### src/rtl/mem_arbiter_pkg.sv
`default_nettype none
// +------------------------------------------------------------------+
// | mem_arbiter_pkg: shared types and defaults for mem_arbiter       |
// | Rev 1.0                                                          |
// +------------------------------------------------------------------+
package mem_arbiter_pkg;

  localparam int XLEN_DEF         = 32;
  localparam int STARVE_LIMIT_DEF = 4;

  typedef enum logic [2:0] {
    ST_IDLE   = 3'd0,
    ST_FETCH  = 3'd1,
    ST_DRD    = 3'd2,
    ST_DWR    = 3'd3,
    ST_RESP_I = 3'd4,
    ST_RESP_D = 3'd5
  } arb_state_e;

  // Counter must be able to hold the value STARVE_LIMIT itself.
  function automatic int starve_cnt_width(input int limit);
    return (limit < 1) ? 1 : $clog2(limit + 1);
  endfunction

endpackage
`default_nettype wire

### src/rtl/mem_arbiter_if.sv
`default_nettype none
// +------------------------------------------------------------------+
// | mem_arbiter_if: fetch port, data port and memory port bundle     |
// | Rev 1.0                                                          |
// +------------------------------------------------------------------+
interface mem_arbiter_if
  import mem_arbiter_pkg::*;
#(
  parameter int XLEN = XLEN_DEF
);
  logic            if_req;
  logic [XLEN-1:0] if_addr;
  logic [XLEN-1:0] if_rdata;
  logic            if_valid;
  logic            if_stall;

  logic            d_load;
  logic            d_store;
  logic [XLEN-1:0] d_addr;
  logic [XLEN-1:0] d_wdata;
  logic [XLEN-1:0] d_rdata;
  logic            d_valid;
  logic            d_stall;

  logic            m_req;
  logic            m_we;
  logic [XLEN-1:0] m_addr;
  logic [XLEN-1:0] m_wdata;
  logic            m_ack;
  logic [XLEN-1:0] m_rdata;

  // Arbiter view.
  modport master (
    input  if_req, if_addr, d_load, d_store, d_addr, d_wdata, m_ack, m_rdata,
    output if_rdata, if_valid, if_stall, d_rdata, d_valid, d_stall,
           m_req, m_we, m_addr, m_wdata
  );

  // CPU + memory view.
  modport slave (
    output if_req, if_addr, d_load, d_store, d_addr, d_wdata, m_ack, m_rdata,
    input  if_rdata, if_valid, if_stall, d_rdata, d_valid, d_stall,
           m_req, m_we, m_addr, m_wdata
  );
endinterface
`default_nettype wire

### src/rtl/mem_arbiter.sv
`default_nettype none
// +------------------------------------------------------------------+
// | mem_arbiter: shares one memory between fetch and load/store port |
// | Option macro: MEM_ARB_STARVE_GUARD_EN (fetch starvation guard)   |
// | Rev 1.0                                                          |
// +------------------------------------------------------------------+
module mem_arbiter
  import mem_arbiter_pkg::*;
#(
  parameter int XLEN         = XLEN_DEF,
  parameter int STARVE_LIMIT = STARVE_LIMIT_DEF
) (
  input  logic          clock,
  input  logic          reset,
  mem_arbiter_if.master bus
);

  arb_state_e      r_state;
  arb_state_e      w_next;
  logic [XLEN-1:0] r_addr;
  logic [XLEN-1:0] r_if_rdata;
  logic [XLEN-1:0] r_d_rdata;
  logic            r_is_store;

  logic            w_d_pend;
  logic            w_idle;
  logic            w_fetch_first;
  logic            w_grant_d;
  logic            w_grant_i;
  logic            w_m_req;
  logic            w_m_we;
  logic [XLEN-1:0] w_m_wdata;
  logic            w_if_valid;
  logic            w_d_valid;

  if (STARVE_LIMIT < 1) begin : g_bad_starve_limit
    $error("STARVE_LIMIT must be at least 1");
  end

  assign w_d_pend = bus.d_load | bus.d_store;
  assign w_idle   = (r_state == ST_IDLE);

`ifdef MEM_ARB_STARVE_GUARD_EN
  localparam int CNT_W = starve_cnt_width(STARVE_LIMIT);
  logic [CNT_W-1:0] r_starve;

  assign w_fetch_first = bus.if_req & w_d_pend & (r_starve == CNT_W'(STARVE_LIMIT));

  always_ff @(posedge clock) begin
    if (reset) begin
      r_starve <= '0;
    end else if (w_grant_d && bus.if_req) begin
      r_starve <= r_starve + CNT_W'(1);
    end else if (w_grant_i) begin
      r_starve <= '0;
    end
  end
`else
  assign w_fetch_first = 1'b0;
`endif

  // Data is the older instruction in the pipeline, so it normally wins.
  assign w_grant_d = w_idle & w_d_pend & ~w_fetch_first;
  assign w_grant_i = w_idle & bus.if_req & ~w_grant_d;

  always_ff @(posedge clock) begin
    if (reset) begin
      r_state    <= ST_IDLE;
      r_addr     <= '0;
      r_if_rdata <= '0;
      r_d_rdata  <= '0;
      r_is_store <= 1'b0;
    end else begin
      r_state <= w_next;
      // Word-aligned address, held across both phases of a store.
      if (w_grant_d) begin
        r_addr     <= bus.d_addr & ~XLEN'(3);
        r_is_store <= bus.d_store;
      end else if (w_grant_i) begin
        r_addr     <= bus.if_addr & ~XLEN'(3);
      end
      if (r_state == ST_FETCH && bus.m_ack) r_if_rdata <= bus.m_rdata;
      if (r_state == ST_DRD && bus.m_ack)   r_d_rdata  <= bus.m_rdata;
    end
  end

  always_comb begin
    w_next     = r_state;
    w_m_req    = 1'b0;
    w_m_we     = 1'b0;
    w_m_wdata  = '0;
    w_if_valid = 1'b0;
    w_d_valid  = 1'b0;
    case (r_state)
      ST_IDLE: begin
        if (w_grant_d)      w_next = ST_DRD;
        else if (w_grant_i) w_next = ST_FETCH;
      end
      ST_FETCH: begin
        w_m_req = 1'b1;
        if (bus.m_ack) w_next = ST_RESP_I;
      end
      ST_DRD: begin
        w_m_req = 1'b1;
        if (bus.m_ack) w_next = r_is_store ? ST_DWR : ST_RESP_D;
      end
      ST_DWR: begin
        w_m_req   = 1'b1;
        w_m_we    = 1'b1;
        w_m_wdata = bus.d_wdata;
        if (bus.m_ack) w_next = ST_RESP_D;
      end
      ST_RESP_I: begin
        w_if_valid = 1'b1;
        w_next     = ST_IDLE;
      end
      ST_RESP_D: begin
        w_d_valid = 1'b1;
        w_next    = ST_IDLE;
      end
      default: w_next = ST_IDLE;
    endcase
  end

  assign bus.m_req    = w_m_req;
  assign bus.m_we     = w_m_we;
  assign bus.m_addr   = r_addr;
  assign bus.m_wdata  = w_m_wdata;
  assign bus.if_rdata = r_if_rdata;
  assign bus.if_valid = w_if_valid;
  assign bus.if_stall = bus.if_req & ~w_if_valid;
  assign bus.d_rdata  = r_d_rdata;
  assign bus.d_valid  = w_d_valid;
  assign bus.d_stall  = w_d_pend & ~w_d_valid;

endmodule
`default_nettype wire

### src/flat_wrapper.sv
// flat-port wrapper written by rule: the top's interface ports become plain ports
module mem_arbiter_flat import mem_arbiter_pkg::*;
#(
  parameter int XLEN         = XLEN_DEF,
  parameter int STARVE_LIMIT = STARVE_LIMIT_DEF
)
  (clock, reset, bus_if_req, bus_if_addr, bus_d_load, bus_d_store, bus_d_addr, bus_d_wdata, bus_m_ack, bus_m_rdata, bus_if_rdata, bus_if_valid, bus_if_stall, bus_d_rdata, bus_d_valid, bus_d_stall, bus_m_req, bus_m_we, bus_m_addr, bus_m_wdata);
  mem_arbiter_if #(.XLEN(XLEN)) bus_i ();
  input  logic clock;
  input  logic reset;
  input wire logic [$bits(bus_i.if_req)-1:0] bus_if_req;
  input wire logic [$bits(bus_i.if_addr)-1:0] bus_if_addr;
  input wire logic [$bits(bus_i.d_load)-1:0] bus_d_load;
  input wire logic [$bits(bus_i.d_store)-1:0] bus_d_store;
  input wire logic [$bits(bus_i.d_addr)-1:0] bus_d_addr;
  input wire logic [$bits(bus_i.d_wdata)-1:0] bus_d_wdata;
  input wire logic [$bits(bus_i.m_ack)-1:0] bus_m_ack;
  input wire logic [$bits(bus_i.m_rdata)-1:0] bus_m_rdata;
  output wire logic [$bits(bus_i.if_rdata)-1:0] bus_if_rdata;
  output wire logic [$bits(bus_i.if_valid)-1:0] bus_if_valid;
  output wire logic [$bits(bus_i.if_stall)-1:0] bus_if_stall;
  output wire logic [$bits(bus_i.d_rdata)-1:0] bus_d_rdata;
  output wire logic [$bits(bus_i.d_valid)-1:0] bus_d_valid;
  output wire logic [$bits(bus_i.d_stall)-1:0] bus_d_stall;
  output wire logic [$bits(bus_i.m_req)-1:0] bus_m_req;
  output wire logic [$bits(bus_i.m_we)-1:0] bus_m_we;
  output wire logic [$bits(bus_i.m_addr)-1:0] bus_m_addr;
  output wire logic [$bits(bus_i.m_wdata)-1:0] bus_m_wdata;
  assign bus_i.if_req = bus_if_req;
  assign bus_i.if_addr = bus_if_addr;
  assign bus_i.d_load = bus_d_load;
  assign bus_i.d_store = bus_d_store;
  assign bus_i.d_addr = bus_d_addr;
  assign bus_i.d_wdata = bus_d_wdata;
  assign bus_i.m_ack = bus_m_ack;
  assign bus_i.m_rdata = bus_m_rdata;
  assign bus_if_rdata = bus_i.if_rdata;
  assign bus_if_valid = bus_i.if_valid;
  assign bus_if_stall = bus_i.if_stall;
  assign bus_d_rdata = bus_i.d_rdata;
  assign bus_d_valid = bus_i.d_valid;
  assign bus_d_stall = bus_i.d_stall;
  assign bus_m_req = bus_i.m_req;
  assign bus_m_we = bus_i.m_we;
  assign bus_m_addr = bus_i.m_addr;
  assign bus_m_wdata = bus_i.m_wdata;
  mem_arbiter #(.XLEN(XLEN), .STARVE_LIMIT(STARVE_LIMIT)) u_core (.clock(clock), .reset(reset), .bus(bus_i));
endmodule
### config.mk
export PLATFORM = sky130hd
export DESIGN_NAME = mem_arbiter_flat
export DESIGN_NICKNAME = d
export VERILOG_FILES = /design/src/rtl/mem_arbiter_pkg.sv /design/src/rtl/mem_arbiter_if.sv /design/src/rtl/mem_arbiter.sv /design/src/flat_wrapper.sv
export SDC_FILE = /design/constraint.sdc
export NUM_CORES = 1
export LEC_CHECK = 0
export ABC_AREA = 1
export CAP_MARGIN = 40
export CORE_MARGIN = 3
export CORE_UTILIZATION = 40
export DETAILED_ROUTE_END_ITERATION = 8
export HOLD_SLACK_MARGIN = 0.08
export PLACE_DENSITY_LB_ADDON = 0.08
export SLEW_MARGIN = 10
export SYNTH_ARGS = -nofsm -noshare
export SYNTH_HDL_FRONTEND = slang
export SYNTH_SLANG_ARGS = --single-unit
### constraint.sdc
create_clock -name clock -period 3.44 [get_ports clock]
set_input_delay 0.516 -clock clock [delete_from_list [all_inputs] [get_ports clock]]
set_output_delay 0.516 -clock clock [all_outputs]
set_load 0.005 [all_outputs]
==> flow_summary.json, run 1 <==
{
  "status": "finished clean",
  "m1WireLength_um": 6150,
  "max_cap_violations": 0,
  "synth_seq_cells": 98,
  "crit_path_start_kind": "primary input",
  "rsz0062_at_grt": "no",
  "grt_max_degree": 67,
  "finalWorstSetupSlack_ns": 0.682,
  "post-cts-setup-buffer-count": 0,
  "dieArea_mm2": 0.0123,
  "synth.area.top_cells": "dfxtp_1 45%, nor2_1 15%, inv_1 8.5%",
  "cp-end-kind": "output pin",
  "die_y_um": 111,
  "firstDrtPassIters": 7,
  "finalCritPeriodShare_pct": 80.2,
  "clkSlewWorstSetupHoldPaths_ns": 0.09,
  "ys_seq_area_share_pct": 44.6,
  "hp-class": "register to register",
  "grt-ovfl-total": 0,
  "power_mw": 4.81,
  "avgSynthCellArea_um2": 6.64,
  "antenna_left": 0,
  "hpwl_um": 11300,
  "cp_top_family": "buffers and inverters",
  "period_needed_ns": 2.76,
  "yosysTopAreaCell": "dfxtp_1",
  "post-place-ws_ns": 0.596,
  "ctsHoldBuffers": 0,
  "ios": 268,
  "slew_violations": 0,
  "drt-total-wl_um": 15000,
  "drc": 0,
  "hold_viol": 0,
  "gp_congestion": 0.917,
  "yosys.area.top_type_share_pct": 44.6,
  "antenna_found_initial": 0,
  "area_growth_pct": 64.1,
  "clk_latency_ns": 0.36,
  "fmax_ghz": 0.363,
  "multi_input_area_mm2": 0.00183,
  "diodes": 0,
  "fin_area_mm2": 0.00722,
  "synth_area_mm2": 0.00440,
  "tns_ns": 0,
  "final_cell_mix": "261 x clkdlybuf4s50_1, 171 x nor2_1, 100 x inv_1",
  "ys_types": 19,
  "postCtsResizedCells": 0,
  "port_buffers": 261,
  "met2_length_um": 7140,
  "grt_pass1_vias": 4781,
  "grt_pass1_wl_um": 24500,
  "clock_path_buffers": 2,
  "clock-sinks": 98,
  "worstPathRequired_ns": 2.92,
  "place_area_mm2": 0.00702,
  "cp_slowest_cell": "clkdlybuf4s50_1",
  "ys_warn_count": 0,
  "slowest_delay_ns": 0.52,
  "leakagePower_nw": 3.18,
  "critPathKind": "primary input to output pin",
  "tightest_slew_ns": 0.753,
  "netlist_instances": 662,
  "wl_met3_um": 1320,
  "path_cells": "clkdlybuf4s50_1 > inv_1 > nand2_1 > o21ai_0 > inv_1 > clkdlybuf4s50_1",
  "viasPerCell": 4.80,
  "cts-buffers-inserted": 9,
  "coreArea_mm2": 0.0105,
  "die_w_um": 111,
  "final_nets": 1030,
  "final_layout_size_suffix_gt1_share_pct": 3.77,
  "setup_viol": 0,
  "vdd_ir_drop_max_v": 0.000412,
  "rows": 37,
  "crit_arrival_ns": 2.24,
  "vias": 4976,
  "worstPathMaxFanout": 16,
  "cts_tree": "done",
  "n_fill_cell": 922,
  "routed.top_layer": "met4",
  "h-tree-depth": 3,
  "routedWlPerCell_um": 14.5,
  "layout_commonest_cell": "clkdlybuf4s50_1",
  "grt_usage_pct": 24.1,
  "worst_slew_margin_rel_pct": 49.7,
  "regArea_mm2": 0.00196,
  "crit_buf_inv": 4,
  "initial_core_util_pct": 41.9,
  "power_density_mw_per_mm2": 667,
  "cts_root_buf": "clkbuf_8",
  "drt_iter0_markers": 358,
  "fin_skew_ns": 0.00972
}
==> metrics by stage <==
stage                     instances  hold slack [ns]  utilization (%)
after floorplan                 663            0.440                -
after detailed placement       1021            0.454             66.8
after global placement         1020            0.452             66.6
after CTS                      1037            0.469             68.7
after global routing           1037            0.493             68.7
final                          1037            0.467             68.7
==> final timing paths <==
kind | slack [ns] | cells after the start | to | startpoint
max reg2reg | 1.01 | 6 | u_core.bus.m_addr[18] | u_core.r_state[0]
max | 0.68 | 6 | bus_d_stall | bus_d_store
min | 0.47 | 2 | u_core.bus.m_addr[5] | u_core.bus.m_addr[5]
min reg2reg | 0.47 | 2 | u_core.bus.m_addr[5] | u_core.bus.m_addr[5]
==> synth_stat cells <==
master and number:
nand3_1 34, nor2_1 171, nor3_1 1, inv_1 100, conb_1 1, nand4_1 28, clkbuf_1 19, dfxtp_1 98
buf_2 19, nand2_2 1, nor2_2 2, nand2_1 74, inv_2 6, buf_4 6, o21ai_0 61, nand3_2 1
o21ai_1 7, a21oi_1 30, nor2_4 3
==> final cells by class <==
cell class	instances	share of cell area, %
clock buffer	9	1.72
tap	136	2.36
sequential	98	27.2
multi-input combinational	415	25.4
clock inverter	7	1.06
timing repair buffer	266	36.8
inverter	106	5.51
==> report_power, final <==
part           total [mW]  internal [mW]  switching (mW)  leakage, nW
registers            1.69           1.50           0.193        0.802
clock network       0.756          0.343           0.413        0.102
logic                2.36           1.18            1.18         2.28
==> worst reg2reg max path, delay by kind of cell, from the launching register on <==
family	cells	cell delay, ns
buffers and inverters	1	0.42
DFF	1	0.36
and+or+nand+nor	4	1.44
AOI/OAI and AO/OA	1	0.15
==> flip-flops by register name, indices dropped and copies added (netlist names) <==
name / cells
u_core.bus.d_rdata: 32
u_core.bus.if_rdata: 32
u_core.bus.m_addr: 30
u_core.r_state: 3
u_core.r_is_store: 1
==> per-layer routing <==
layer,vias to the layer above,GRT usage [%]
met5,-,0
met2,202,40.6
met3,32,8.79
li1,2507,-
met4,0,8.54
met1,2235,28.0
==> kinds of logic after synthesis <==
kind of cell | Yosys count | synth area share, %
AOI/OAI and AO/OA | 98 | 11.2
buffers and inverters | 150 | 13.9
DFF | 98 | 44.6
other | 1 | 0.0853
and+or+nand+nor | 315 | 30.3
Note: power is estimated with default switching activity, not from simulation.
==> run 2: changes to the inputs <==
Settings changed: CORE_UTILIZATION 40 to 37.
Clock period 3.44 ns to 2.6 ns, I/O delays scaled along.
==> run 2 against run 1 <==
Routed wire length shrank 2.8%. Register-to-register slack got worse by 0.17 ns. Sequential share of layout area down 0.68 points. Die area increased by 7.7%. Core utilization down 4.4 points. Hold slack worse by 0.0024 ns. Worst setup slack worse by 0.46 ns.
==> flow_summary.json, run 2 (same netlist as run 1, synthesis figures left out) <==
{
  "crit_path_start_kind": "register",
  "routedWlPerCell_um": 13.9,
  "layout_commonest_cell": "clkdlybuf4s50_1",
  "die_w_um": 115,
  "setup_viol": 0,
  "cts_tree": "done",
  "ctsHoldBuffers": 0,
  "critPathKind": "register to output pin",
  "grt_pass1_vias": 4650,
  "status": "finished clean",
  "drt-total-wl_um": 14600,
  "initial_core_util_pct": 38.2,
  "slew_violations": 0,
  "max_cap_violations": 0,
  "fmax_ghz": 0.420,
  "crit_start": "u_core.r_state[1]",
  "drc": 0,
  "ios": 268,
  "reg2reg_from": "u_core.r_state[2]",
  "finalNonFillerCells": 1051,
  "cts_root_buf": "clkbuf_16",
  "clkPwrFrac_pct": 21.0,
  "leakagePower_nw": 3.27,
  "drt_iter0_markers": 355,
  "endpoint": "bus_m_wdata[23]",
  "placed_cells": 1035,
  "antenna_found_initial": 0,
  "vias": 4909,
  "cp-end-kind": "output pin",
  "hold_viol": 0,
  "grt_pass1_wl_um": 22600,
  "final_layout_size_suffix_gt1_share_pct": 4.63,
  "h-tree-depth": 3,
  "clock_path_buffers": 2,
  "clock-sinks": 98,
  "power.internal_mw": 4.45,
  "r2r_end": "u_core.bus.m_addr[4]",
  "rows": 39,
  "final_nets": 1037,
  "r2r_slack_ns": 0.84,
  "clkSlewWorstSetupHoldPaths_ns": 0.07,
  "port_buffers": 261,
  "hp-class": "register to register",
  "gp_congestion": 0.866,
  "hpwl_um": 10900,
  "viasPerCell": 4.67,
  "rsz0062_at_grt": "no",
  "firstDrtPassIters": 4,
  "fin_area_mm2": 0.00740,
  "clk_latency_ns": 0.34,
  "final_cell_mix": "261 x clkdlybuf4s50_1, 170 x nor2_1, 100 x inv_1",
  "period_needed_ns": 2.38,
  "grt_max_degree": 41,
  "holdPathStages": 2,
  "vdd_ir_drop_max_v": 0.000483,
  "antenna_left": 0,
  "final_core_util_pct": 64.3,
  "worstPathRequired_ns": 2.21,
  "area_growth_pct": 68.3,
  "grt-ovfl-total": 0,
  "power_mw": 6.84,
  "coreArea_mm2": 0.0115,
  "grt_usage_pct": 21.2,
  "power_density_mw_per_mm2": 923,
  "p_switching_mw": 2.39,
  "fin_skew_ns": 0.00441,
  "finalCritPeriodShare_pct": 91.7,
  "place_area_mm2": 0.00707,
  "diodes": 0,
  "seq_power_share_pct": 32.9,
  "worst-r2r-cell-count": 7,
  "cts-buffers-inserted": 9,
  "tns_ns": 0,
  "worstPathMaxFanout": 32,
  "tightest_slew_ns": 0.543,
  "swShare_pct": 34.9,
  "crit_arrival_ns": 1.99,
  "die_y_um": 115,
  "pwr-share-comb_pct": 46.1,
  "dieArea_mm2": 0.0132,
  "worst_slew_margin_rel_pct": 63.8
}
## run 2: worst max-delay path: stages (launching register included)
cell	delay, ns
dfxtp_1	0.43
inv_2	0.08
nor2_2	0.10
inv_1	0.07
nor2_2	0.16
inv_4	0.15
nor2_1	0.13
clkdlybuf4s50_1	0.54
## run 2: worst min-delay path by stage
| stage | start | end | slack, ns |
|---|---|---|---|
| 6_report | u_core.r_is_store | u_core.r_is_store | 0.46 |
| 5_1_grt | u_core.bus.m_addr[3] | u_core.bus.m_addr[3] | 0.49 |
| 4_1_cts | u_core.r_is_store | u_core.r_is_store | 0.46 |
| 3_5_place_dp | u_core.r_is_store | u_core.r_is_store | 0.45 |
| 3_3_place_gp | u_core.r_is_store | u_core.r_is_store | 0.45 |
| 2_1_floorplan | u_core.r_is_store | u_core.r_is_store | 0.44 |
## run 2: metal layers
layer / GRT usage, % / wire, um / vias up
met5: 0 / 0 / -
met4: 8.14 / 327 / 0
met3: 7.21 / 1400 / 22
met2: 35.2 / 6920 / 196
met1: 25.2 / 5970 / 2169
li1: - / - / 2522
## run 2: final cells by class
cell class                 instances  area, um2
sequential                        98       1960
timing repair buffer             273       2700
fill                            1012       4110
tap                              143        179
inverter                         106        400
clock buffer                       9        225
multi-input combinational        415       1830
clock inverter                     7        101
## run 2: power groups by stage
stage	Combinational, mW	Sequential (mW)	Clock, mW
floorplan	1.52	2.30	0
global placement	3.12	2.25	0
detailed placement	3.17	2.28	0
CTS	3.18	2.25	1.49
global route	3.50	2.31	1.55
finish	3.15	2.25	1.44
## run 2: what timing repair did
action / in CTS / in global routing
resized for setup: 0 / 3
setup endpoints to repair: 0 / 32
setup buffers: 0 / 0
## run 2: per-stage QoR
stage          hold slack (ns)  setup WS, ns
2_1_floorplan            0.440          1.11
3_3_place_gp             0.450         0.448
5_1_grt                  0.487        0.0492
4_1_cts                  0.463        0.0533
6_report                 0.465         0.217
3_5_place_dp             0.453         0.402
==> run 3: changes to the inputs <==
Settings changed: CORE_ASPECT_RATIO from default to 0.8.
==> run 3 against run 2 <==
First-iteration DRC count decreased by 23%. Worst setup slack worse by 0.062 ns. Total power barely moved. Flip-flop and latch count unchanged. Hold slack about the same. Critical path type unchanged.
==> flow_summary.json, run 3 (same netlist as run 1, synthesis figures left out) <==
{
  "routedWlPerCell_um": 14.8,
  "vias": 4960,
  "leakagePower_nw": 3.27,
  "antenna_found_initial": 0,
  "max_cap_violations": 0,
  "clock-sinks": 98,
  "rsz0062_at_grt": "no",
  "hold_viol": 0,
  "clkSlewWorstSetupHoldPaths_ns": 0.07,
  "ctsHoldBuffers": 0,
  "dieArea_mm2": 0.0132,
  "critPathKind": "register to output pin",
  "viasPerCell": 4.71,
  "die_y_um": 104,
  "setup_viol": 0,
  "grt_pass1_vias": 4741,
  "fmax_ghz": 0.409,
  "firstDrtPassIters": 5,
  "clk_latency_ns": 0.35,
  "final_cell_mix": "261 x clkdlybuf4s50_1, 170 x nor2_1, 100 x inv_1",
  "finalWorstSetupSlack_ns": 0.155,
  "worstPathRequired_ns": 2.21,
  "hp-class": "register to register",
  "vdd_ir_drop_max_v": 0.000601,
  "drc": 0,
  "fin_skew_ns": 0.00786,
  "crit_arrival_ns": 2.06,
  "power_density_mw_per_mm2": 923,
  "slew_violations": 0,
  "die_w_um": 128,
  "worst_slew_margin_rel_pct": 62.3,
  "gp_congestion": 0.855,
  "hpwl_um": 11700,
  "tns_ns": 0,
  "final_layout_size_suffix_gt1_share_pct": 4.63,
  "grt_pass1_wl_um": 24700,
  "initial_core_util_pct": 39.2,
  "grt-ovfl-total": 0,
  "drt-total-wl_um": 15500,
  "cts_tree": "done",
  "cts_root_buf": "clkbuf_16",
  "hold_slack_ns": 0.464,
  "tightest_slew_ns": 0.565,
  "period_needed_ns": 2.45,
  "antenna_left": 0,
  "grt_max_degree": 67,
  "cts-buffers-inserted": 9,
  "drt_iter0_markers": 275,
  "area_growth_pct": 68.3,
  "port_buffers": 261,
  "crit_path_start_kind": "register",
  "worstPathMaxFanout": 32,
  "final_core_util_pct": 65.9,
  "rows": 34,
  "final_nets": 1037,
  "h-tree-depth": 3,
  "coreArea_mm2": 0.0112,
  "post-place-ws_ns": 0.360,
  "clock_path_buffers": 2,
  "layout_commonest_cell": "clkdlybuf4s50_1",
  "grt_usage_pct": 22.9,
  "diodes": 0,
  "finalCritPeriodShare_pct": 94.0,
  "status": "finished clean",
  "ios": 268,
  "cp-end-kind": "output pin"
}
## run 3: final timing paths
check	start	end	slack, ns	depth (start not counted)
worst max-delay path	u_core.r_state[1]	bus_m_wdata[25]	0.15	7
worst min-delay path	u_core.bus.m_addr[11]	u_core.bus.m_addr[11]	0.46	2
worst max register to register	u_core.r_state[2]	u_core.bus.if_rdata[23]	0.62	5
worst min register to register	u_core.bus.m_addr[11]	u_core.bus.m_addr[11]	0.46	2
## run 3: where the power goes
group | switching, mW | total [mW] | internal [mW]
Clock | 0.617 | 1.39 | 0.772
Combinational | 1.59 | 3.20 | 1.61
Sequential | 0.259 | 2.25 | 1.99
Total | 2.47 | 6.83 | 4.37
## run 3: area by class of cell
cell class / count / area [um2]
well taps: 144 / 180
clock buffers: 9 / 225
flip-flops and latches: 98 / 1960
fillers: 981 / 3830
repair buffers: 273 / 2700
multi-input cells: 415 / 1830
inverters: 106 / 400
clock inverters: 7 / 97.6
## run 3: per-stage QoR
stage / cells / area (um2) / power [mW]
2_1_floorplan: 663 / 4400 / 3.82
3_3_place_gp: 1036 / 7070 / 5.43
3_5_place_dp: 1036 / 7070 / 5.49
4_1_cts: 1052 / 7400 / 6.90
5_1_grt: 1052 / 7400 / 7.33
6_report: 1052 / 7400 / 6.83
## run 3: worst max-delay path, stage by stage, from the launching register on
cell	delay (ns)
dfxtp_1	0.43
inv_2	0.07
nor2_2	0.10
inv_1	0.07
nor2_2	0.19
inv_4	0.16
nor2_1	0.15
clkdlybuf4s50_1	0.54
## run 3: layer usage
metal | track usage, % | share of wire, % | up-vias
met5 | 0 | 0 | -
met4 | 5.23 | 1.3 | 0
met3 | 8.23 | 9.8 | 14
met2 | 38.9 | 48 | 198
met1 | 27.7 | 41 | 2224
li1 | - | - | 2524
## run 3: repair_timing
| action | in CTS | in global routing |
|---|---|---|
| pin swaps | 0 | 0 |
| setup buffers | 0 | 0 |
| resized for setup | 1 | 1 |
| setup endpoints to repair | 4 | 32 |
